<file path="config.mk">
export PLATFORM = sky130hd
export DESIGN_NAME = disp_seq_ctrl
export DESIGN_NICKNAME = d
export VERILOG_FILES = /design/src/rtl/disp_seq_ctrl.sv
export SDC_FILE = /design/constraint.sdc
export NUM_CORES = 1
export LEC_CHECK = 0
export ABC_AREA = 1
export CORE_MARGIN = 5
export CORE_UTILIZATION = 47
export CTS_CLUSTER_SIZE = 30
export DETAILED_ROUTE_END_ITERATION = 10
export PLACE_DENSITY = 0.74
export SYNTH_ARGS = -nofsm -noshare
export SYNTH_HDL_FRONTEND = slang
export SYNTH_SLANG_ARGS = --single-unit
</file>
<file path="constraint.sdc">
create_clock -name i_clk -period 1.5 [get_ports i_clk]
set_input_delay 0.45 -clock i_clk [delete_from_list [all_inputs] [get_ports i_clk]]
set_output_delay 0.45 -clock i_clk [all_outputs]
set_load 0.01 [all_outputs]
</file>
<file path="src/rtl/disp_seq_ctrl.sv">
// Display refresh sequencer: a prescaler paces frames; each frame loads N_CH
// channels into a downstream shift register one at a time, then latches the display.
module disp_seq_ctrl #(
  parameter int N_CH     = 5,
  parameter int MUXSEL_W = 3,
  parameter int SCALER_W = 10
) (
  input  logic                i_clk,
  input  logic                i_rst,
  input  logic                i_en,
  input  logic [1:0]          i_rate,
  input  logic                i_srbusy,
  output logic                o_srload,
  output logic [MUXSEL_W-1:0] o_muxsel,
  output logic                o_latch,
  output logic                o_tick,
  output logic                o_frame_done,
  output logic                o_overrun,
  output logic                o_busy
);

  typedef enum logic [2:0] {
    S_IDLE,
    S_LOAD,
    S_NEXT,
    S_DRAIN,
    S_LATCH
  } state_t;

  localparam logic [MUXSEL_W-1:0] LAST_CH = MUXSEL_W'(N_CH - 1);

  state_t              state_q, state_d;
  logic [MUXSEL_W-1:0] chan_q, chan_d;
  logic [SCALER_W-1:0] scaler_q, scaler_d, scaler_lim;
  logic                tick;

  always_comb begin
    case (i_rate)
      2'd0:    scaler_lim = SCALER_W'(127);
      2'd1:    scaler_lim = SCALER_W'(255);
      2'd2:    scaler_lim = SCALER_W'(511);
      default: scaler_lim = SCALER_W'(1023);
    endcase
  end

  // >= rather than == so a shrinking divisor never lets the count run away
  assign scaler_d = (scaler_q >= scaler_lim) ? '0 : scaler_q + SCALER_W'(1);
  assign tick     = (scaler_q == '0);

  always_comb begin
    state_d = state_q;
    chan_d  = chan_q;
    case (state_q)
      S_IDLE: begin
        chan_d = '0;
        if (i_en && tick) state_d = S_LOAD;
      end
      S_LOAD: begin
        if (!i_srbusy) state_d = S_NEXT;
      end
      S_NEXT: begin
        // busy only rises after the load strobe, so it is not looked at here
        if (chan_q == LAST_CH) begin
          state_d = S_DRAIN;
        end else begin
          chan_d  = chan_q + MUXSEL_W'(1);
          state_d = S_LOAD;
        end
      end
      S_DRAIN: begin
        if (!i_srbusy) state_d = S_LATCH;
      end
      S_LATCH: begin
        chan_d  = '0;
        state_d = S_IDLE;
      end
      default: begin
        chan_d  = '0;
        state_d = S_IDLE;
      end
    endcase
  end

  always_ff @(posedge i_clk) begin
    if (i_rst) begin
      state_q  <= S_IDLE;
      chan_q   <= '0;
      scaler_q <= '0;
    end else begin
      state_q  <= state_d;
      chan_q   <= chan_d;
      scaler_q <= scaler_d;
    end
  end

  // Strobes come from registered state only; a tick seen outside IDLE is a lost frame
  assign o_srload     = (state_q == S_NEXT);
  assign o_latch      = (state_q == S_LATCH);
  assign o_frame_done = (state_q == S_LATCH);
  assign o_busy       = (state_q != S_IDLE);
  assign o_overrun    = tick && (state_q != S_IDLE);
  assign o_tick       = tick;
  assign o_muxsel     = chan_q;

endmodule

</file>
# Yosys cells after proc, flatten, opt, wreduce, memory -nomap -nowiden
# Cells that the tools add are included.
# op_classes
addsub	2
n_lt_le_gt_ge	1
n_eq_ne	11
muxes	8
bitwise	1
n_reduce_logical	10
# ops
operator	count
$pmux 10 s3	1
$mux 3	4
$pmux 3 s4	1
$add 10x1->10 const B	1
$ge 10x10->1	1
$logic_not 10->1	1
$ne 2x2->1 const B	4
$eq 3x2->1 const B	2
$eq 3x3->1 const B	2
$pmux 3 s2	1
$reduce_or 2->1	2
$add 3x1->3 const B	1
$eq 3x1->1 const B	1
$logic_not 3->1	1
$reduce_and 3->1	1
$reduce_bool 3->1	1
$eq 2x1->1 const B	1
$eq 2x2->1 const B	1
$logic_and 1x1->1	2
$logic_not 2->1	1
$mux 2	1
$reduce_and 2->1	1
$not 1->1	1
# totals
ff_bits	16
in_bits	6
output_inout_bits	9
word_cells	36

# Depth between registers and ports, before layout
# Gate-level depths: netlist of the first run.
# logic_depth
depth_word	4
mapped_depth	9
mapped_depth_nobuf	9

# Worst setup path after synthesis of the first run
# OpenSTA, ideal clock, no wires.
# synth_timing
path_type	input -> register
from	in i_rate[0]
to	reg scaler_q[3]
setup_ns	0.080
t_arrival_ns	1.376
required_ns	1.420
slack_ns	0.044
cell_stages	5
path_buffers	0
path_cell_list	nand2_1 -> ha_1 -> a21oi_1 -> nand4_4 -> nor3b_1
# synth_between
elab_chain_len	4
elab_cells_between_ends	6
cone_classes	1 x order compare; 2 x eq/ne; 1 x mux; 2 x reduce/logical
# synth_lines
item	line	rtl
start: declaration	11	input logic [1:0] i_rate,
$eq 2x2->1, or another cell as far along	38	case (i_rate)
$pmux 10 s3 (*)	38	
$ge 10x10->1 (*)	47	assign scaler_d = (scaler_q >= scaler_lim) ? '0 : scaler_q + SCALER_W'(1);
$reduce_or 2->1 (no line) (*)	-	
end signal: assignment	92	scaler_q <= scaler_d;
end: declaration	34	logic [SCALER_W-1:0] scaler_q, scaler_d, scaler_lim;
# Every way passes the cells marked *; elsewhere a longest branch is shown, timed or not.
# A chain may end at the register's enable or synchronous reset.

# Worst setup path after layout of the first run
# layout_timing
from	reg scaler_q[0]
to	out o_overrun
# layout_between
elab_chain_len	2
# layout_lines
item	line	rtl
$logic_not 10->1	48	assign tick = (scaler_q == '0);
$logic_and 1x1->1	101	assign o_overrun = tick && (state_q != S_IDLE);
end: declaration	18	output logic o_overrun,
# No other way between the ends.

==> results of run 1 <==
[cell type report]
class,instances,area (µm²)
Fill cell,147,464
Clock buffer,4,36.3
Inverter,19,71.3
Multi-Input combinational cell,90,678
Timing Repair Buffer,42,324
Sequential cell,16,334
Tap cell,27,33.8
[final timing paths]
path	end	slack (ps)	cells after the start
setup / recovery	o_overrun	-330	6
hold / removal	o_muxsel[0]	510	2
setup reg to reg	scaler_q[1]	100	7
hold reg to reg	o_muxsel[0]	510	2
[critical path: cells and delay by family, from the launching register on]
family	cells	cell delay, ps
buffers and inverters	2	190
AND/OR/NAND/NOR	3	450
flip-flops	1	330
adder cells (fa/ha/maj)	1	120
[kinds of logic after synthesis]
kind of cell | share of synthesized area, %
AND/OR/NAND/NOR | 39.0
buffers and inverters | 8.79
flip-flops | 33.6
AO/OA/AOI/OAI | 4.86
adder cells (fa/ha/maj) | 9.19
XOR/XNOR | 4.59
[repair_timing]
item	in CTS	in global routing
pin swaps	10	9
endpoints found under the setup margin	19	19
setup buffers	6	2
cloned	1	0
gates resized for setup	50	17
[layer usage]
layer	vias up	wire, µm
met5	-	0
met4	0	85
met3	11	116
met2	27	1480
met1	464	1040
li1	501	-
[layout by cell type (no fill, tap or decap)]
cell type	netlist	final
a31o_1	1	1
buf_4	1	27
dlygate4sd2_1	0	5
inv_1	17	12
dfxtp_4	0	2
ha_4	0	3
nor2_1	18	13
clkbuf_8	0	1
nand4_1	6	6
dfxtp_1	16	9
nand2_1	18	16
nand2_2	3	5
nand4_2	1	1
a211oi_2	1	1
a21oi_1	4	3
ha_1	7	4
nor3b_4	0	1
nor3_2	1	2
nor3_1	2	1
dfxtp_2	0	5
buf_6	0	2
nand3_1	9	7
nand4_4	1	2
clkbuf_4	0	3
nor2_4	0	2
a21oi_4	0	1
o21ai_0	1	1
nor3b_2	1	2
clkdlybuf4s50_1	0	3
buf_2	1	5
nor2_2	7	10
inv_2	2	7
xor2_1	5	5
nand3_2	1	3
[power breakdown]
group          leakage [nW]  internal, W  switching, W  total (W)
combinational         0.531     0.000339      0.000336   0.000675
clock                0.0210     0.000148      0.000142   0.000290
sequential            0.133     0.000466     0.0000353   0.000502
[flip-flops by register name, summed over array words and instances (netlist names)]
| signal | count |
|---|---|
| state_q | 3 |
| o_muxsel | 3 |
| scaler_q | 10 |
[stage by stage]
step	power, W	TNS (ps)	instances	setup slack [ps]
2_1_floorplan	0.000770	0	126	43.8
3_3_place_gp	0.00102	-5820	188	-535
3_5_place_dp	0.00104	-6530	188	-570
4_1_cts	0.00138	-651	198	-283
5_1_grt	0.00157	-935	198	-420
6_report	0.00147	-662	198	-332
==> run_results.csv, run 1 <==
group,metric,value,unit
worst_setup_path,cp_cell_sequence,"inv_2, ha_4, nor3b_4, nand2_2, nor2_2, buf_2",
worst_setup_path,worstPathArrival,1380,ps
grt,gr-total-overflow,0,
placement,placed_cell_area,1290,µm²
grt,grt_pass1_vias,1011,
placement,gp_congestion,0.750,
clock_tree,cts_hold_buf,0,
timing,finalCriticalPeriod,1830,ps
grt,grt_pass1_wl,4.31,mm
yosys,synth-edff-count,0,
worst_hold_path,min_path_type,"reg -> reg",
final_layout,diodes,0,
routing,drc_errors,0,
timing,drv_slew,0,
clock_tree,clock_path_buffers,2,
clock_tree,cts_buffers,3,
grt,grt_use_met2,39.0,%
final_layout,finish.utilization,76.1,%
yosys,synth-seq-cells,16,
placement,portBuffers,14,
worst_setup_path,path_max_fanout,2,
grt,gr-usage-met1,20.7,%
yosys,ys_warn_count,0,
power_and_ir_drop,ir_worst_vdd,0.750,mV
routing,drt_iter0_drc,24,
final_layout,fin_area,1480,µm²
worst_setup_path,cp_slowest_cell,"dfxtp_2",
grt,met3_usage,3.75,%
worst_setup_path,crit_type,"reg -> out",
routing,dr.pass1.iters,4,
status,status,"finished, violations left",
timing,hold_viol,0,
yosys,synth_cells,126,
floorplan,die_height,55.0,µm
floorplan,dieWidth,55.0,µm
status,violations,"setup timing",
clock_tree,clk_latency,300,ps
yosys,postSynth.asyncResetShare,0,%
yosys,synth_common_cells,"18 x nand2_1, 18 x nor2_1, 17 x inv_1, 16 x dfxtp_1, 9 x nand3_1",
timing,max_slew_margin,83.5,%
floorplan,rows,16,
routing,routed_via_density,5.07,
grt,gr-max-usage-layer,"met2",
timing,rsz0062_at_grt,"true",
clock_tree,clock-sinks,16,
clock_tree,cts_tree,"yes",
floorplan,initial_core_util,49.1,%
yosys,synth_top_area_cell,"dfxtp_1",
worst_hold_path,hp-start,"o_muxsel[0]",
clock_tree,clockRootBuffer,"clkbuf_4",
clock_tree,htree_levels,1,
timing,setup_viol,4,
timing,setup_slack,-332,ps
floorplan,dieArea,3030,µm²
yosys,synth_top_area_share,33.6,%
routing,wl_per_cell,13.7,µm
grt,antenna_found_initial,0,
final_layout,drive_gt1_share,49.7,%
yosys,ys.flop_type,"dfxtp_1",
final_layout,nets,185,
yosys,netlist_top_cells_area,"dfxtp_1 34%, ha_1 9.2%, nand2_1 7.1%",
timing,worst_slew_pin_slew,247,ps
job,max_cap_viol_count,0,
worst_setup_path,end_kind,"output pin",
timing,hold-worst-slack,509,ps
routing,wirelength,2.72,mm
worst_setup_path,cp_slowest_stage_delay,330,ps
worst_setup_path,crit_required,1050,ps
grt,grt_usage,20.3,%
floorplan,ios,15,
power_and_ir_drop,p_per_area,993,nW/µm²
grt,grt_start_max_net_pins,10,
yosys,seq_area_frac_synth,33.6,%
timing,fin_crit_sh,122,%
timing,clock.fmax,546,MHz
routing,ant_nets,0,
timing,fin_skew,4.23,ps
final_layout,areaGrowthSynthToFinish,55.0,%
floorplan,fp.coreArea,1940,µm²
worst_setup_path,crit_path_start,"scaler_q[0]",
power_and_ir_drop,p_leak,0.685,nW
yosys,synth_nets,139,
worst_setup_path,reg2reg_from,"scaler_q[9]",
placement,hpwl,1.73,mm
clock_tree,cts.clk_slew.worst_paths,90,ps
routing,via_count,1003,
worst_setup_path,cp-start-kind,"flip-flop",
yosys,avgSynthCellArea,7.57,µm²
yosys,synthesis.area,953,µm²
yosys,synth_cell_type_count,24,
Note: power is estimated with default switching activity, not from simulation.
==> run 2: changes to the inputs <==
--- a/config.mk
+++ b/config.mk
@@ -7,10 +7,11 @@
 export LEC_CHECK = 0
 export ABC_AREA = 1
 export CORE_MARGIN = 5
-export CORE_UTILIZATION = 47
+export CORE_UTILIZATION = 49
+export CTS_BUF_LIST = sky130_fd_sc_hd__clkbuf_8
 export CTS_CLUSTER_SIZE = 30
 export DETAILED_ROUTE_END_ITERATION = 10
-export PLACE_DENSITY = 0.74
+export PLACE_DENSITY = 0.77
 export SYNTH_ARGS = -nofsm -noshare
 export SYNTH_HDL_FRONTEND = slang
 export SYNTH_SLANG_ARGS = --single-unit
==> run 2 against run 1 <==
Compared with the run above: the flow still finishes with violations (setup timing); die area shrank 3.4%; cell count unchanged; global-route usage up 1.4 points; first-iteration DRC count up 13%; clock-buffer cell count is 1 lower; flip-flop and latch count is the same; sequential share of layout area shrank 0.91 points; via count increased by 6.1%; utilization rose by 3.0 points; largest power group unchanged; critical path type unchanged.
==> run_results.csv, run 2 (synthesis results as in run 1) <==
group,metric,value,unit
routing,ant_nets,0,
grt,grt_start_max_net_pins,9,
placement,dp_slack,-577,ps
timing,fin_crit_sh,116,%
worst_setup_path,reg2reg_slack,70,ps
clock_tree,cts_buffers,3,
clock_tree,clock_path_buffers,2,
worst_setup_path,r2r_end,"state_q[1]",
clock_tree,clockRootBuffer,"clkbuf_8",
floorplan,dieArea,2930,µm²
routing,drc_errors,0,
final_layout,nets,186,
final_layout,finish.utilization,79.1,%
floorplan,initial_core_util,50.1,%
clock_tree,cts_tree,"yes",
timing,setup_viol,3,
job,max_cap_viol_count,0,
routing,drt_iter0_drc,27,
clock_tree,clk_latency,240,ps
timing,finalCriticalPeriod,1740,ps
clock_tree,clock-sinks,16,
worst_setup_path,crit_type,"reg -> out",
worst_hold_path,worstHoldPathCells,2,
routing,via_count,1064,
floorplan,die_height,54.1,µm
worst_setup_path,reg2reg_from,"scaler_q[0]",
timing,hold_viol,0,
worst_setup_path,worstPathArrival,1290,ps
grt,grt_usage,21.7,%
status,status,"finished, violations left",
power_and_ir_drop,ir_worst_vdd,0.641,mV
floorplan,dieWidth,54.1,µm
clock_tree,cts.clk_slew.worst_paths,60,ps
grt,grt_pass1_vias,1115,
final_layout,drive_gt1_share,50.3,%
floorplan,ios,15,
timing,setup_slack,-238,ps
power_and_ir_drop,p_leak,0.683,nW
worst_setup_path,crit_required,1050,ps
status,violations,"setup timing",
grt,gr-total-overflow,0,
timing,drv_slew,0,
timing,fin_tns_setup,-469,ps
worst_setup_path,end_kind,"output pin",
clock_tree,htree_levels,1,
final_layout,final_common_cell,"buf_4",
worst_hold_path,hp-start,"o_muxsel[0]",
worst_hold_path,whs_endpoint,"o_muxsel[0]",
routing,wl_per_cell,14.9,µm
worst_setup_path,path_max_fanout,2,
grt,grt_pass1_wl,4.60,mm
worst_setup_path,reg2reg_depth,10,
routing,wirelength,2.95,mm
timing,fin_skew,1.07,ps
final_layout,mostFrequentLayoutCells,"29 x buf_4, 16 x nand2_1, 13 x inv_1, 13 x nor2_1, 11 x dfxtp_1",
final_layout,largest_reg_flops,10,
timing,clock.fmax,576,MHz
placement,portBuffers,14,
routing,dr.pass1.iters,4,
timing,hold-worst-slack,510,ps
placement,hpwl,1.74,mm
floorplan,rows,16,
floorplan,fp.coreArea,1900,µm²
grt,antenna_found_initial,0,
final_layout,regMostFlops,"scaler_q",
timing,rsz0062_at_grt,"true",
placement,gp_congestion,0.803,
timing,worst_slew_pin_slew,241,ps
final_layout,diodes,0,
final_layout,areaGrowthSynthToFinish,57.9,%
routing,routed_via_density,5.37,
timing,max_slew_margin,83.8,%
power_and_ir_drop,p_per_area,984,nW/µm²
worst_setup_path,cp-start-kind,"flip-flop",
worst_hold_path,min_path_type,"reg -> reg",
==> run 2: final cells by class <==
cell class / count / area [µm²]
clock buffer: 3 / 41.3
fill: 125 / 397
inverter: 19 / 71.3
multi-input combinational: 90 / 701
sequential: 16 / 327
tap: 27 / 33.8
timing repair buffer: 43 / 332
==> run 2: timing repair <==
item	CTS	global route
pin swaps	10	9
setup buffers	7	3
gates resized for setup	52	17
endpoints found under the setup margin	19	18
hold buffers	0	0
cloned	1	0
==> run 2: per-stage QoR <==
step / area (µm²) / instances / total power (W)
2_1_floorplan: 953 / 126 / 0.000770
5_1_grt: 1510 / 198 / 0.00158
3_3_place_gp: 1280 / 187 / 0.000993
4_1_cts: 1450 / 198 / 0.00139
3_5_place_dp: 1280 / 187 / 0.00101
6_report: 1510 / 198 / 0.00148
==> run 2: worst max-delay path by stage <==
stage           startpoint           to  cells after the start
4_1_cts        scaler_q[1]    o_overrun                      6
6_report       scaler_q[0]    o_overrun                      6
5_1_grt        scaler_q[0]    o_overrun                      6
2_1_floorplan    i_rate[0]  scaler_q[3]                      5
3_3_place_gp     i_rate[1]  scaler_q[3]                      6
3_5_place_dp     i_rate[1]  scaler_q[3]                      6
==> run 2: worst max-delay path, cell delays in order (launching register included) <==
cell and delay (ps):
dfxtp_2 330, inv_2 70, ha_4 130, nor3b_4 210, nand2_2 90, nor2_2 80, buf_2 130
==> run 2: layer usage <==
metal  track usage, %  wire (µm)
met1             20.0       1120
met2             44.4       1580
met3             3.60        136
met4             10.8        116
met5                0          0
==> run 2: power breakdown <==
group          switching [W]  internal [W]
Combinational       0.000344      0.000313
Sequential         0.0000409      0.000467
Clock               0.000140      0.000178
==> run 3: changes to the inputs <==
--- a/config.mk
+++ b/config.mk
@@ -6,7 +6,6 @@
 export NUM_CORES = 1
 export LEC_CHECK = 0
 export ABC_AREA = 1
-export CORE_MARGIN = 5
 export CORE_UTILIZATION = 49
 export CTS_BUF_LIST = sky130_fd_sc_hd__clkbuf_8
 export CTS_CLUSTER_SIZE = 30
==> constraint.sdc (replaced) <==
create_clock -name i_clk -period 1.5 [get_ports i_clk]
set_input_delay 0.3 -clock i_clk [delete_from_list [all_inputs] [get_ports i_clk]]
set_output_delay 0.3 -clock i_clk [all_outputs]
set_load 0.01 [all_outputs]
==> run 3 against run 2 <==
Compared with the run above: the run still ends with setup timing left; utilization fell by 0.62 points; maximum frequency rose by 7.3%; register-to-register slack barely moved; total power fell by 3.5%; sequential share of layout area rose by 1.4 points; cell count fell by 4.5%; first-iteration DRC count fell by 7.4%; final area fell by 7.0%; critical path type unchanged; critical endpoint unchanged; largest cell class unchanged; largest power group unchanged.
==> run_results.csv, run 3 (synthesis results as in run 1) <==
group,metric,value,unit
status,status,"finished, violations left",
status,violations,"setup timing",
power_and_ir_drop,ir_worst_vdd,0.636,mV
timing,max_slew_margin,84.4,%
clock_tree,clockRootBuffer,"clkbuf_8",
worst_setup_path,path_max_fanout,2,
grt,antenna_found_initial,0,
timing,setup_slack,-119,ps
worst_setup_path,end_kind,"output pin",
grt,gr-usage-met1,30.5,%
clock_tree,clk_latency,250,ps
routing,ant_nets,0,
power_and_ir_drop,finalPower,0.00143,W
placement,portBuffers,14,
final_layout,fin_cells,189,
worst_setup_path,cp_slowest_stage_delay,330,ps
grt,grt_start_max_net_pins,10,
clock_tree,cts_tree,"yes",
grt,grt_pass1_wl,3.83,mm
timing,drv_slew,0,
grt,gr-total-overflow,0,
worst_setup_path,cp_slowest_cell,"dfxtp_2",
grt,met3_usage,3.53,%
clock_tree,clock-sinks,16,
worst_setup_path,cp-start-kind,"flip-flop",
clock_tree,clock_path_buffers,2,
grt,gr-max-usage-layer,"met2",
placement,hpwl,1.66,mm
worst_setup_path,reg2reg_depth,7,
floorplan,die_height,46.1,µm
placement,place_inst,182,
floorplan,ios,15,
final_layout,mostFrequentLayoutCells,"21 x buf_4, 17 x nor2_1, 17 x nand2_1",
timing,worst_slew_pin_slew,234,ps
clock_tree,cts.clk_slew.worst_paths,70,ps
grt,grt_pass1_vias,931,
routing,wl_per_cell,13.0,µm
routing,wirelength,2.46,mm
worst_hold_path,worstHoldPathCells,2,
worst_setup_path,crit_required,1200,ps
worst_setup_path,cp_cell_sequence,"inv_2, ha_4, nor3b_4, nand2_1, nor2_1, buf_2",
timing,hold_viol,0,
clock_tree,htree_levels,1,
timing,fin_crit_sh,108,%
floorplan,dieArea,2130,µm²
timing,setup_viol,2,
timing,clock.fmax,618,MHz
final_layout,areaGrowthSynthToFinish,46.9,%
clock_tree,cts_buffers,3,
worst_setup_path,worstPathArrival,1320,ps
worst_hold_path,min_path_type,"reg -> reg",
final_layout,final_common_cell,"buf_4",
routing,dr.pass1.iters,4,
worst_setup_path,crit_type,"reg -> out",
floorplan,rows,15,
final_layout,drive_gt1_share,36.6,%
final_layout,nets,178,
floorplan,dieWidth,46.1,µm
routing,via_count,967,
power_and_ir_drop,p_leak,0.685,nW
power_and_ir_drop,p_per_area,1020,nW/µm²
timing,rsz0062_at_grt,"true",
grt,grt_usage,25.8,%
routing,routed_via_density,5.12,
floorplan,initial_core_util,53.5,%
job,max_cap_viol_count,0,
floorplan,fp.coreArea,1780,µm²
grt,grt_use_met2,45.6,%
routing,drt_iter0_drc,25,
final_layout,diodes,0,
final_layout,largest_reg_flops,10,
final_layout,regMostFlops,"scaler_q",
timing,finalCriticalPeriod,1620,ps
placement,gp_congestion,0.832,
timing,fin_skew,1.79,ps
routing,drc_errors,0,
-- run 3: critical path: cells and delay by family, from the launching register on --
family / cells / cell delay (ps)
flops: 1 / 330
buf+inv: 2 / 200
simple gates: 3 / 410
fa+ha+maj: 1 / 130
-- run 3: report_power, final --
group / switching, W / leakage [nW] / internal, W
clock: 0.000160 / 0.0288 / 0.000233
combinational: 0.000281 / 0.526 / 0.000257
sequential: 0.0000345 / 0.131 / 0.000464
-- run 3: cell type report --
type / instances / area (µm²)
well taps: 25 / 31.3
inverters: 19 / 71.3
repair buffers: 35 / 280
multi-input cells: 90 / 638
flip-flops and latches: 16 / 324
clock buffers: 4 / 55.1
fillers: 115 / 383
-- run 3: through the flow --
| step | util, % | setup slack [ps] | setup TNS (ps) | cell area [µm²] | hold WS, ps |
|---|---|---|---|---|---|
| 2_1_floorplan | - | 194 | 0 | 953 | 369 |
| 3_3_place_gp | 70.4 | -379 | -3670 | 1250 | 489 |
| 3_5_place_dp | 70.4 | -440 | -4320 | 1250 | 508 |
| 4_1_cts | 78.0 | -119 | -248 | 1390 | 515 |
| 5_1_grt | 78.5 | -178 | -302 | 1400 | 568 |
| 6_report | 78.5 | -119 | -175 | 1400 | 520 |
-- run 3: final timing paths --
kind	start	endpoint	slack [ps]
hold / removal	o_muxsel[0]	o_muxsel[0]	520
setup reg to reg	scaler_q[8]	scaler_q[0]	70
hold reg to reg	o_muxsel[0]	o_muxsel[0]	520
setup / recovery	scaler_q[1]	o_overrun	-120
-- run 3: timing repair --
action,4_1_cts,5_1_grt
setup endpoints to repair,19,6
buffers inserted,2,0
hold buffers,0,0
gates resized for setup,30,7
cloned,1,0
pin swaps,8,3
-- run 3: per-layer routing --
layer | share of wire, % | routed length (µm)
met1 | 42 | 1040
met2 | 52 | 1280
met3 | 4.2 | 103
met4 | 1.4 | 34
met5 | 0 | 0
==> RTL change (config.mk and constraints of run 3) <==
The 5 states of `state_t` get a Gray code encoding in 3 bits.
--- a/src/rtl/disp_seq_ctrl.sv
+++ b/src/rtl/disp_seq_ctrl.sv
@@ -20,11 +20,11 @@
 );
 
   typedef enum logic [2:0] {
-    S_IDLE,
-    S_LOAD,
-    S_NEXT,
-    S_DRAIN,
-    S_LATCH
+    S_IDLE  = 3'b000,
+    S_LOAD  = 3'b001,
+    S_NEXT  = 3'b011,
+    S_DRAIN = 3'b010,
+    S_LATCH = 3'b110
   } state_t;
 
   localparam logic [MUXSEL_W-1:0] LAST_CH = MUXSEL_W'(N_CH - 1);
Behaviour: no difference found for any inputs over 10 cycles, from zero or initial values and one cycle with i_rst high; not proved beyond that.
==> RTL change against run 3 <==
The flow still finishes with violations (negative setup slack). Setup slack improved by 65 ps. Clock power is 17% lower. Non-clock buffer count unchanged. Synthesized area fell by 1.7%. Register-to-register slack got worse by 30 ps. Sequential cell count did not move. Cell area is 2.1% lower. Critical path depth stayed put. Combinational power grew 20%. Global-route usage down 2.6 points. Wire length down 5.4%. Hold slack lost 28 ps. Total power grew 4.9%.
==> RTL change: results (changes against run 3) <==
[grt]
largest_net_degree_at_the_start_of_global_routing=9  ; -1
grt_pass1_vias=875  ; -6.0%
grt_most_used_layer=met2
use_met3_pct=3.17  ; -0.35 points
gr-usage-met2_pct=38.9  ; -6.8 points
grt_antenna_before_repair=0  ; unchanged
grt_use_total_pct=23.2  ; -2.6 points
grt_pass1_wl_um=3420  ; -11%
grt.met1_usage_pct=29.1  ; -1.4 points

[drt]
viasPerCell=5.15  ; +0.62%
wl_um=2330  ; -5.4%
dr.pass1.iters=5  ; +1
detailroute.via_count=973  ; +0.62%
detail_route.iter0.violations=20  ; -20%

[critical_path]
r2r_setup_slack_ps=40  ; -30 ps
worstSetupStartpoint=scaler_q[0]
timing.setup.critical_path_class=reg -> out
r2r-end=scaler_q[5]

[final_layout]
largest_register_ff_count=10  ; unchanged
final_core_utilization_pct=77.7  ; -0.87 points
final_layout_size_suffix_gt1_share_pct=32.9  ; -3.7 points
n_fill_cell=132  ; +15%
finish.net_count=179  ; +0.56%

[pwr]
power.static_leakage_nw=0.627  ; -8.5%
ir_worst_vdd_v=0.000869  ; +37%

[placement]
placed_area_sq_um=1240  ; -1.2%
buffer_ports.inserted=14  ; unchanged
dp.final_hpwl_um=1550  ; -6.2%
dp_worst_setup_slack_ps=-433  ; +6.87 ps
place.gp.congestion=0.852  ; +2.4%

[timing]
final-setup-viol-count=2  ; unchanged
clock_skew_ps=1.34  ; -0.446 ps
max-slew-margin-rel_pct=80.4  ; -4.0 points
fin_hold_ws_ps=492  ; -27.8 ps
finalSetupTns_ps=-71.4  ; +104 ps
final_critical_path_setup_slack_ps=-54.1  ; +64.6 ps

[hold_path]
min_delay_worst_endpoint=o_muxsel[2]
hold_path_startpoint=o_muxsel[2]
timing.hold.worst.class=reg -> reg

[yosys]
synth.yosys.seq_area_share_pct=34.2  ; +0.58 points
syn_nets=140  ; +0.72%
synth_top_cells_by_area=sky130_fd_sc_hd__dfxtp_1 (34%), sky130_fd_sc_hd__ha_1 (9.3%), sky130_fd_sc_hd__nand2_1 (8.8%)
synthesis.area_per_instance_sq_um=7.38  ; -2.5%
ys_top_cells_by_count=sky130_fd_sc_hd__nand2_1 (22), sky130_fd_sc_hd__nor2_1 (21), sky130_fd_sc_hd__inv_1 (17), sky130_fd_sc_hd__dfxtp_1 (16), sky130_fd_sc_hd__nand3_1 (11)
synth.lib_cells_used.distinct=20  ; -17%

[cts]
htree_levels=1  ; unchanged
cts_buffers=3  ; unchanged
cts.reportedPaths.clkPinSlew_ps=60
cts_max_path_buffers=2  ; unchanged

[run_status]
violations=negative setup slack
run_status=finished with violations

==> RTL change: metal layers <==
metal / share of wire [%] / vias to the layer above / routed length [um]
li1: - / 485 / -
met1: 47 / 457 / 1090
met2: 49 / 25 / 1150
met3: 2.5 / 6 / 58
met4: 1.4 / 0 / 32
met5: 0 / - / 0
==> RTL change: repair_timing <==
item,in CTS,in global routing
pin swaps,6,1
hold endpoints to repair,0,0
cloned,1,0
buffers inserted,1,0
setup endpoints to repair,17,10
resized for setup,27,10
==> RTL change: worst max-delay path by stage <==
stage	endpoint	cells after the start
floorplan	scaler_q[3]	5
global placement	scaler_q[3]	6
detailed placement	scaler_q[3]	6
CTS	o_overrun	6
global route	o_overrun	6
finish	o_overrun	6
==> RTL change: cell families after synthesis <==
logic type / after synthesis / synth area share [%]
and+or+nand+nor: 70 / 36.8
buffers and inverters: 19 / 8.81
DFF: 16 / 34.2
AOI/OAI and AO/OA: 9 / 5.21
adders and majority gates: 7 / 9.35
xor gates and xnor gates: 6 / 5.61
==> RTL change: critical path, stage by stage (launching register included) <==
cell	delay, ps
sky130_fd_sc_hd__dfxtp_2	320
sky130_fd_sc_hd__inv_1	50
sky130_fd_sc_hd__ha_1	150
sky130_fd_sc_hd__nor3b_4	190
sky130_fd_sc_hd__nand2_1	90
sky130_fd_sc_hd__nor2_1	80
sky130_fd_sc_hd__buf_2	130
==> RTL change: power breakdown <==
group          leakage [nW]  total, mW  internal (mW)  switching (mW)
combinational         0.472      0.646          0.306           0.340
clock                0.0216      0.328          0.178           0.150
sequential            0.133      0.526          0.482          0.0440
==> RTL change: final cells by class <==
class / instances / share of cell area [%]
Timing Repair Buffer: 35 / 20.7
Sequential cell: 16 / 24.2
Tap cell: 25 / 2.28
Multi-Input combinational cell: 93 / 45.1
Clock buffer: 3 / 3.01
Inverter: 17 / 4.66
